===== config.mk =====
export PLATFORM = sky130hd
export DESIGN_NAME = acc_rd_arbiter
export DESIGN_NICKNAME = d
export VERILOG_FILES = /design/src/rtl/acc_rd_arbiter.sv
export SDC_FILE = /design/constraint.sdc
export NUM_CORES = 1
export LEC_CHECK = 0
export ABC_CLOCK_PERIOD_IN_PS = 7400
export CAP_MARGIN = 15
export CORE_ASPECT_RATIO = 1.5
export CORE_MARGIN = 4
export CORE_UTILIZATION = 44
export CTS_CLUSTER_DIAMETER = 200
export DETAILED_ROUTE_END_ITERATION = 8
export PLACE_DENSITY = 0.83
export SLEW_MARGIN = 25
export SYNTH_ARGS = -nofsm -noshare
export SYNTH_HDL_FRONTEND = slang
export SYNTH_SLANG_ARGS = --single-unit

===== constraint.sdc =====
create_clock -name clk -period 7.4 [get_ports clk]
set_clock_uncertainty 0.2 [all_clocks]
set_input_delay 1.11 -clock clk [delete_from_list [all_inputs] [get_ports clk]]
set_output_delay 1.11 -clock clk [all_outputs]
set_load 0.1 [all_outputs]

===== src/rtl/acc_rd_arbiter.sv =====
// -----------------------------------------------------------------------------
// acc_rd_arbiter
//   Round-robin arbiter and burst sequencer for the single-port operand SRAM
//   read port of the multiply-add accelerator. Grants one burst at a time. It
//   issues consecutive incrementing read addresses, which wrap modulo
//   2^ADDR_W. The SRAM read data is steered back to the owning requester
//   RD_LAT cycles later, tagged with valid and last.
//
// Ports
//   clk, rst_n    : clock (rising edge), asynchronous active-low reset
//   req_valid_i   : per-requester burst request
//   req_addr_i    : packed start addresses, slice k belongs to requester k
//   req_len_i     : packed burst lengths (beats-1), slice k per requester
//   req_ready_o   : one-hot single-cycle acceptance pulse (IDLE only)
//   mem_en_o      : registered SRAM read enable
//   mem_addr_o    : registered SRAM read address
//   mem_rdata_i   : SRAM read data, valid RD_LAT cycles after mem_en_o
//   rsp_valid_o   : one-hot response valid
//   rsp_data_o    : response data (pass-through of mem_rdata_i)
//   rsp_last_o    : final beat of a burst
//   busy_o        : burst active or responses still in flight
//   grant_id_o    : id of the current or last granted requester
// -----------------------------------------------------------------------------
module acc_rd_arbiter #(
  parameter int NUM_REQ = 3,
  parameter int ADDR_W  = 10,
  parameter int DATA_W  = 32,
  parameter int LEN_W   = 6,
  parameter int RD_LAT  = 2
) (
  input  logic                      clk,
  input  logic                      rst_n,
  input  logic [NUM_REQ-1:0]        req_valid_i,
  input  logic [NUM_REQ*ADDR_W-1:0] req_addr_i,
  input  logic [NUM_REQ*LEN_W-1:0]  req_len_i,
  output logic [NUM_REQ-1:0]        req_ready_o,
  output logic                      mem_en_o,
  output logic [ADDR_W-1:0]         mem_addr_o,
  input  logic [DATA_W-1:0]         mem_rdata_i,
  output logic [NUM_REQ-1:0]        rsp_valid_o,
  output logic [DATA_W-1:0]         rsp_data_o,
  output logic                      rsp_last_o,
  output logic                      busy_o,
  output logic [2:0]                grant_id_o
);

  localparam logic [0:0] S_IDLE  = 1'b0;
  localparam logic [0:0] S_BURST = 1'b1;

  localparam logic [3:0] NREQ4   = 4'(NUM_REQ);
  localparam logic [2:0] LAST_ID = 3'(NUM_REQ - 1);

  logic [0:0]        r_state;
  logic [2:0]        r_rr_ptr;
  logic [2:0]        r_id;
  logic              r_mem_en;
  logic [ADDR_W-1:0] r_mem_addr;
  logic [LEN_W-1:0]  r_len;
  logic [LEN_W-1:0]  r_beat;

  // Response pipeline: index 0 is loaded from the issue stage, RD_LAT-1 is the tail
  logic [RD_LAT-1:0] r_pipe_vld;
  logic [RD_LAT-1:0] r_pipe_last;
  logic [2:0]        r_pipe_id [RD_LAT];

  logic [7:0]        w_vld8;
  logic [ADDR_W-1:0] w_addr_arr [8];
  logic [LEN_W-1:0]  w_len_arr  [8];
  logic [3:0]        w_idx;
  logic              w_found;
  logic [2:0]        w_winner;
  logic [2:0]        w_ptr_nxt;
  logic              w_in_burst;
  logic              w_issue_last;

  // Requester slices are padded to 8 entries so a 3-bit id can index them
  // for any NUM_REQ in 2..8.
  assign w_vld8 = 8'(req_valid_i);

  for (genvar k = 0; k < 8; k++) begin : g_slice
    if (k < NUM_REQ) begin : g_real
      assign w_addr_arr[k] = req_addr_i[k*ADDR_W +: ADDR_W];
      assign w_len_arr[k]  = req_len_i[k*LEN_W +: LEN_W];
    end else begin : g_pad
      assign w_addr_arr[k] = '0;
      assign w_len_arr[k]  = '0;
    end
  end

  // Round-robin scan starting at r_rr_ptr; first valid requester wins.
  always_comb begin
    w_found  = 1'b0;
    w_winner = 3'd0;
    w_idx    = 4'd0;
    for (int i = 0; i < NUM_REQ; i++) begin
      w_idx = {1'b0, r_rr_ptr} + 4'(i);
      if (w_idx >= NREQ4) w_idx = w_idx - NREQ4;
      if (!w_found && w_vld8[w_idx[2:0]]) begin
        w_found  = 1'b1;
        w_winner = w_idx[2:0];
      end
    end
  end

  assign w_ptr_nxt    = (w_winner == LAST_ID) ? 3'd0 : w_winner + 3'd1;
  assign w_in_burst   = (r_state == S_BURST);
  assign w_issue_last = w_in_burst && (r_beat == r_len);

  // Control state: FSM, pointer, issue port and pipeline valid bits
  always_ff @(posedge clk or negedge rst_n) begin
    if (!rst_n) begin
      r_state    <= S_IDLE;
      r_rr_ptr   <= 3'd0;
      r_id       <= 3'd0;
      r_mem_en   <= 1'b0;
      r_mem_addr <= '0;
      r_pipe_vld <= '0;
    end else begin
      if (r_state == S_IDLE) begin
        if (w_found) begin
          r_state    <= S_BURST;
          r_rr_ptr   <= w_ptr_nxt;
          r_id       <= w_winner;
          r_mem_en   <= 1'b1;
          r_mem_addr <= w_addr_arr[w_winner];
        end
      end else begin
        if (w_issue_last) begin
          r_state  <= S_IDLE;
          r_mem_en <= 1'b0;
        end else begin
          r_mem_addr <= r_mem_addr + 1'b1;
        end
      end
      r_pipe_vld[0] <= w_in_burst;
      for (int k = 1; k < RD_LAT; k++) r_pipe_vld[k] <= r_pipe_vld[k-1];
    end
  end

  // Datapath state: burst length, beat counter, pipeline id/last tags.
  // These are only meaningful when qualified by the control state above.
  always_ff @(posedge clk) begin
    if (r_state == S_IDLE) begin
      if (w_found) begin
        r_len  <= w_len_arr[w_winner];
        r_beat <= '0;
      end
    end else if (!w_issue_last) begin
      r_beat <= r_beat + 1'b1;
    end
    r_pipe_id[0]   <= r_id;
    r_pipe_last[0] <= w_issue_last;
    for (int k = 1; k < RD_LAT; k++) begin
      r_pipe_id[k]   <= r_pipe_id[k-1];
      r_pipe_last[k] <= r_pipe_last[k-1];
    end
  end

  // Acceptance is suppressed while reset is held so no pulse is seen then.
  for (genvar k = 0; k < NUM_REQ; k++) begin : g_onehot
    assign req_ready_o[k] = rst_n && (r_state == S_IDLE) && w_found && (w_winner == 3'(k));
    assign rsp_valid_o[k] = r_pipe_vld[RD_LAT-1] && (r_pipe_id[RD_LAT-1] == 3'(k));
  end

  assign mem_en_o   = r_mem_en;
  assign mem_addr_o = r_mem_addr;
  assign rsp_data_o = mem_rdata_i;
  assign rsp_last_o = r_pipe_vld[RD_LAT-1] && r_pipe_last[RD_LAT-1];
  assign busy_o     = w_in_burst || (|r_pipe_vld);
  assign grant_id_o = r_id;

endmodule


# After elaboration in Yosys (flattened, before gate mapping)
# Memory sizes are Yosys's and may differ from the RTL's.
# Cells that the tools add are included.
# word_totals
mem_count,1
reg_bits,34
mem_bits_rw,6
output_inout_bits,54
wordCells,90
# classes
order_cmp,7
addsub,8
n_eq_ne,7
n_mux,34
reduce_logical,22
bitwise,2
# memory_table
memory,words,word_bits,read_ports,rd_clocked_by_memory_dff,wr,line_no,rtl
r_pipe_id,2,3,2,0,2,64,logic [2:0] r_pipe_id [RD_LAT];
# ops
operator,count
10-bit 2-to-1 mux,5
10-bit binary-select mux with 3-bit select,1
6-bit 2-to-1 mux,5
3-bit 2-to-1 mux,7
6-bit binary-select mux with 3-bit select,1
1-bit logical AND,12
3-bit by 4-bit < comparator with 1-bit output (second input constant),3
1-bit 2-to-1 mux,12
10-bit by 1-bit adder with 10-bit output (second input constant),1
1-bit binary-select mux with 3-bit select,3
3-bit by 2-bit subtractor with 3-bit output (second input constant),3
4-bit by 2-bit greater-or-equal comparator with 1-bit output (second input constant),2
6-bit by 1-bit adder with 6-bit output (second input constant),1
3-bit by 1-bit == test with 1-bit output (second input constant),2
3-bit by 2-bit == test with 1-bit output (second input constant),2
6-bit == test,1
3-bit logical NOT,2
2-bit AND reduction,3
3-bit by 1-bit adder with 4-bit output (second input constant),1
3-bit by 2-bit adder with 4-bit output (second input constant),1
4-bit greater-or-equal comparator (second input constant),1
3-bit NOT with 4-bit output,1
3-bit by 1-bit adder with 3-bit output (second input constant),1
3-bit by 2-bit greater-or-equal comparator with 1-bit output (second input constant),1
other kinds (7),8

# Depth between registers and ports, before layout
# depth
ltp_word,17
depth_mapped,13
depth_no_buf,11

# Worst setup path after synthesis
# Ideal clock, no wire load.
# synth_path
kind,reg-to-output
start,register r_pipe_vld[1]
end,output rsp_valid_o[0]
slack_ps,2639
n_path_buf,0
path_stages_with_launch,2
arrival_time_ps,3451
required_time_ps,6090
cell_sequence,dfrtp_1 > nor4b_1
# synth_via
elab_chain_cells,1
# synth_rtl
item,line_no,rtl
"start, declared",62,logic [RD_LAT-1:0] r_pipe_vld;
"start signal, assigned",117,r_pipe_vld <= '0;
1-bit logical AND,162,assign rsp_valid_o[k] = r_pipe_vld[RD_LAT-1] && (r_pipe_id[RD_LAT-1] == 3'(k));
"end, declared",40,"output logic [NUM_REQ-1:0] rsp_valid_o,"
# Every way passes these cells.

# Worst setup path in the final report
# layout_path
start,input req_valid_i[1]
end,output req_ready_o[2]
# layout_via
elab_chain_cells,11
# layout_rtl
item,line_no,rtl
"start, declared",33,"input logic [NUM_REQ-1:0] req_valid_i,"
1-bit binary-select mux with 3-bit select,98,if (!w_found && w_vld8[w_idx[2:0]]) begin
1-bit 2-to-1 mux (implied by the code),98,
1-bit 2-to-1 mux,98,
1-bit logical NOT,98,
1-bit logical AND,98,
1-bit 2-to-1 mux,98,
1-bit logical NOT,98,
1-bit logical AND,98,
3-bit 2-to-1 mux or 1-bit 2-to-1 mux (tied branches),98,
3-bit by 2-bit == test with 1-bit output or 1-bit logical AND (tied branches),161,assign req_ready_o[k] = rst_n && (r_state == S_IDLE) && w_found && (w_winner == 3'(k));
1-bit logical AND (*),161,
"end, declared",36,"output logic [NUM_REQ-1:0] req_ready_o,"
# Mark *: on every way between the ends. The rest lies on a longest branch, timed or not. The select of a mux whose other input is x is not followed.

==> results <==
- The path class of the tightest hold or removal check is reg2reg.
- The number of vias per cell is around 5.8.
- The leakage power figure is between 1 and 1.5 nW.
- The total power per unit cell area is 141 mW/mm2.
- The hold slack is 134 ps.
- 0 antenna diodes ended up in the layout.
- The number of core rows is 34.
- For this configuration, the core starts out at a cell density of around 46%.
- The number of buffers created by CTS is 5.
- In the final routed layout, each cell accounts on average for 17.1 um.
- The number of standard cells in the final layout excluding fillers is around 410.
- The area of the core is 0.00591 mm2.
- The number of detailed-route iterations in the first pass is 5.
- The count of maximum capacitance violations is 0.
- After clock tree synthesis, the clock-pin slew on the worst setup and hold paths is roughly 80 ps.
- The minimum clock period is ~6200 ps.
- The synthesized design contains 40 register bits.
- The number of placed instances with taps included is 406.
- In this run the most critical hold path is launched from r_pipe_id[0][2].
- The signed area change from the synthesized netlist to the final layout is 24.0%.
- The master of the slowest instance on the critical path is sky130_fd_sc_hd__clkdlybuf4s50_1.
- Ranked by instance count, the synthesized netlist is headed by sky130_fd_sc_hd__buf_4, sky130_fd_sc_hd__nand2_1, sky130_fd_sc_hd__nor2_1.
- The maximum number of pins on one net before global-route repair is 24.
- The H-tree level count is 2.
- The number of hold violations in the final report was 0.
- The number of antenna violations at the first check in global routing is 0.
- The async set or reset register ratio after synthesis is 50.0%.
- The post-route setup TNS is 0 ps.
- The number of setup violations in the final report is 0.
- From left edge to right edge, the die measures 72.4 um.
- The total die area is roughly 0.0076 mm2.
- The cell count of the worst reg-to-reg path is 10.
- The portion of the post-synthesis area used by sequential elements is 37.3%.
- In this run, synthesis inferred 12 flip-flops with an integrated enable.
- The clock passes through at most 2 buffers.
- The cell area after technology mapping is ~0.0027 mm2.
- Summed over all nets, the half-perimeter wirelength after detailed placement is about 5400 um.
- The worst register-to-register path ends at mem_addr_o[3].
- Setup repair after global routing left no endpoint under its margin.
- Across the VDD grid, the largest voltage drop is 78.4 uV.
- Buffers inserted to repair hold after CTS numbered 0.
- A synthesized cell averages ~9.1 um2.
- The final clock period utilization by the worst path is a little over four fifths.
- In this run the register-to-register setup slack is 3410 ps.
- The worst hold path terminates at r_pipe_id[0][5].
- The number of instances resized during post-cts repair is 0.
- STA puts the critical path data arrival time at about 4900 ps.
- The overall global routing resource usage is a little under a fifth.
- The TritonCTS clock tree is done.
- The path type of the worst setup path is in2out.
- After synthesis, the netlist uses 55 different library cells.
- The total overflow left after global routing is 0.
- Along the worst hold path, the cell count comes to 0.
- At the pin with the least slew margin, the transition time is 987 ps.
- The critical path launch point type is a primary input.
- The first-iteration detailed-routing DRC count is about 130.
- The tree is rooted in a sky130_fd_sc_hd__clkbuf_8.
- The predominant post-synthesis flop cell is sky130_fd_sc_hd__dfrtp_1.
- Yosys attributes the largest share of cell area to sky130_fd_sc_hd__dfrtp_1, sky130_fd_sc_hd__edfxtp_1, sky130_fd_sc_hd__buf_4.
- At the later pin of the worst-skew pair, clock insertion delay measures 300 ps.
- The first global-routing pass estimated between 10,000 and 15,000 um of wire.
- The die height is approximately 100 um.
- For this block, the routed nets add up to 7090 um of wire.
- The synthesized design spends more area on one cell type than any other, namely sky130_fd_sc_hd__dfrtp_1.
- The flow ran to the end, and the final reports show no timing, DRC or antenna violations.
- The final max-slew violation count is 0.
- The worst setup path is captured at an output pin.
- For this block, the via count after detailed routing is approximately 2,400.
- The maximum fanout count along the critical path is 19.
- For this design, the sink count on the clock tree is 40.
- In this run the tightest slew margin relative to its limit is 34.0%.
- The top-level port count is approximately 140.
- Post-CTS timing repair inserted 0 buffers for setup.
- The final layout contains 435 nets.
- The maximum operating frequency is 0.162 GHz.
- For this run, design rule violations remaining after detail routing come to 0.
- The required time reported for the critical path endpoint is 6090 ps.
- The critical path goes through clkdlybuf4s50_1 -> mux2i_1 -> or3_1 -> a31o_2 -> and3_1 -> mux2i_1 -> and2_1 -> and3_1 -> clkdlybuf4s50_1.
- In this run the critical register-to-register path is launched from r_rr_ptr[0].
- The detail route stage leaves a number of antenna-violating nets equal to 0.
- The area share of the largest cell type after synthesis is a little under a fifth.
- The routability congestion estimate is about 0.86.
- The count of yosys warnings during synthesis is 0.
- The highest cell delay on the worst timing path is about 1100 ps.
- The count of buffers added on input and output ports is 74.
- The synthesized instance count is 301.
- The fraction of layout instances using a drive strength above 1 is approximately 7%.
- The via count of the first global-routing pass came to around 2,400.
- Counting every net in the synthesized netlist gives between 300 and 400.
==> worst max-delay path by stage <==
| stage | from | to | slack, ps | cells after the start |
|---|---|---|---|---|
| after global placement | req_valid_i[1] | req_ready_o[2] | 1380 | 9 |
| after detailed placement | req_valid_i[1] | req_ready_o[2] | 1240 | 9 |
| after floorplan | r_pipe_vld[1] | rsp_valid_o[0] | 2640 | 1 |
| after global routing | r_rr_ptr[0] | req_ready_o[2] | 1020 | 11 |
| after CTS | req_valid_i[1] | req_ready_o[2] | 1230 | 9 |
| final | req_valid_i[1] | req_ready_o[2] | 1230 | 9 |
==> through the flow <==
stage          power (mW)  setup slack, ps  instance area [um2]  util [%]
6_report            0.478             1230                 3400      57.4
4_1_cts             0.480             1230                 3400      57.4
5_1_grt             0.491             1020                 3400      57.4
2_1_floorplan       0.342             2640                 2740         -
3_5_place_dp        0.300             1240                 3280      55.5
3_3_place_gp        0.300             1380                 3280      55.5
==> placed cells by master, fill, tap and decap left out, drive strengths merged, types with 5 or more instances in the layout <==
| cell type | netlist | layout |
|---|---|---|
| nand3 | 8 | 8 |
| o21ai | 12 | 12 |
| inv | 8 | 10 |
| clkbuf | 4 | 5 |
| dfrtp | 20 | 20 |
| a22oi | 8 | 8 |
| nand2b | 5 | 5 |
| nand2 | 35 | 35 |
| xnor2 | 6 | 6 |
| nand3b | 7 | 7 |
| edfxtp | 12 | 12 |
| a221oi | 17 | 17 |
| and3 | 8 | 8 |
| buf | 41 | 6 |
| clkdlybuf4s50 | 0 | 72 |
| dfxtp | 8 | 8 |
| xor2 | 6 | 6 |
| nor3 | 8 | 8 |
| nor2 | 25 | 25 |
| and2 | 5 | 5 |
| ha | 9 | 9 |
| o211ai | 5 | 5 |
==> critical path, delay by kind of cell <==
family	cells	cell delay [ps]
simple gates	4	1390
mux	2	310
compound gates	1	310
buf+inv	2	1730
==> kinds of logic (layout without fill, tap and decap cells) <==
family                     after synthesis  in the layout  synth area share, %
xor gates and xnor gates                12             12                 3.84
adders and majority gates                9              9                 4.11
and+or+nand+nor                        118            118                 22.2
buffers and inverters                   53             94                 12.5
muxes                                    5              5                 1.87
AOI/OAI and AO/OA                       64             64                 18.1
DFF                                     40             40                 37.3
==> state kept, by name, indices dropped and copies added, names as in the netlist <==
name	cells
r_pipe_last	2
r_rr_ptr	3
mem_en_o	1
mem_addr_o	10
r_state	1
grant_id_o	3
r_beat	6
r_len	6
r_pipe_id	6
r_pipe_vld	2
==> metal layers <==
| layer | routed length [um] | up-vias | share of wire, % | track usage [%] |
|---|---|---|---|---|
| met5 | 0 | - | 0 | 0 |
| met4 | 147 | 0 | 2.1 | 6.99 |
| met3 | 481 | 19 | 6.8 | 3.46 |
| met2 | 3840 | 97 | 54 | 33.5 |
| met1 | 2630 | 1141 | 37 | 21.5 |
| li1 | - | 1148 | - | - |
==> final cells by class <==
class | instances | area (um2)
clock buffers | 5 | 68.8
fillers | 501 | 2520
well taps | 72 | 90.1
clock inverters | 3 | 45.0
multi-input cells | 208 | 1380
repair buffers | 78 | 766
inverters | 8 | 30.0
flip-flops and latches | 40 | 1020
==> report_power, final <==
part           total (mW)  switching [mW]  leakage, nW  internal [mW]
Clock               0.182          0.0801       0.0591          0.102
Combinational      0.0643          0.0318        0.923         0.0325
Sequential          0.231         0.00294        0.407          0.228
Note: power is estimated with default switching activity, not from simulation.
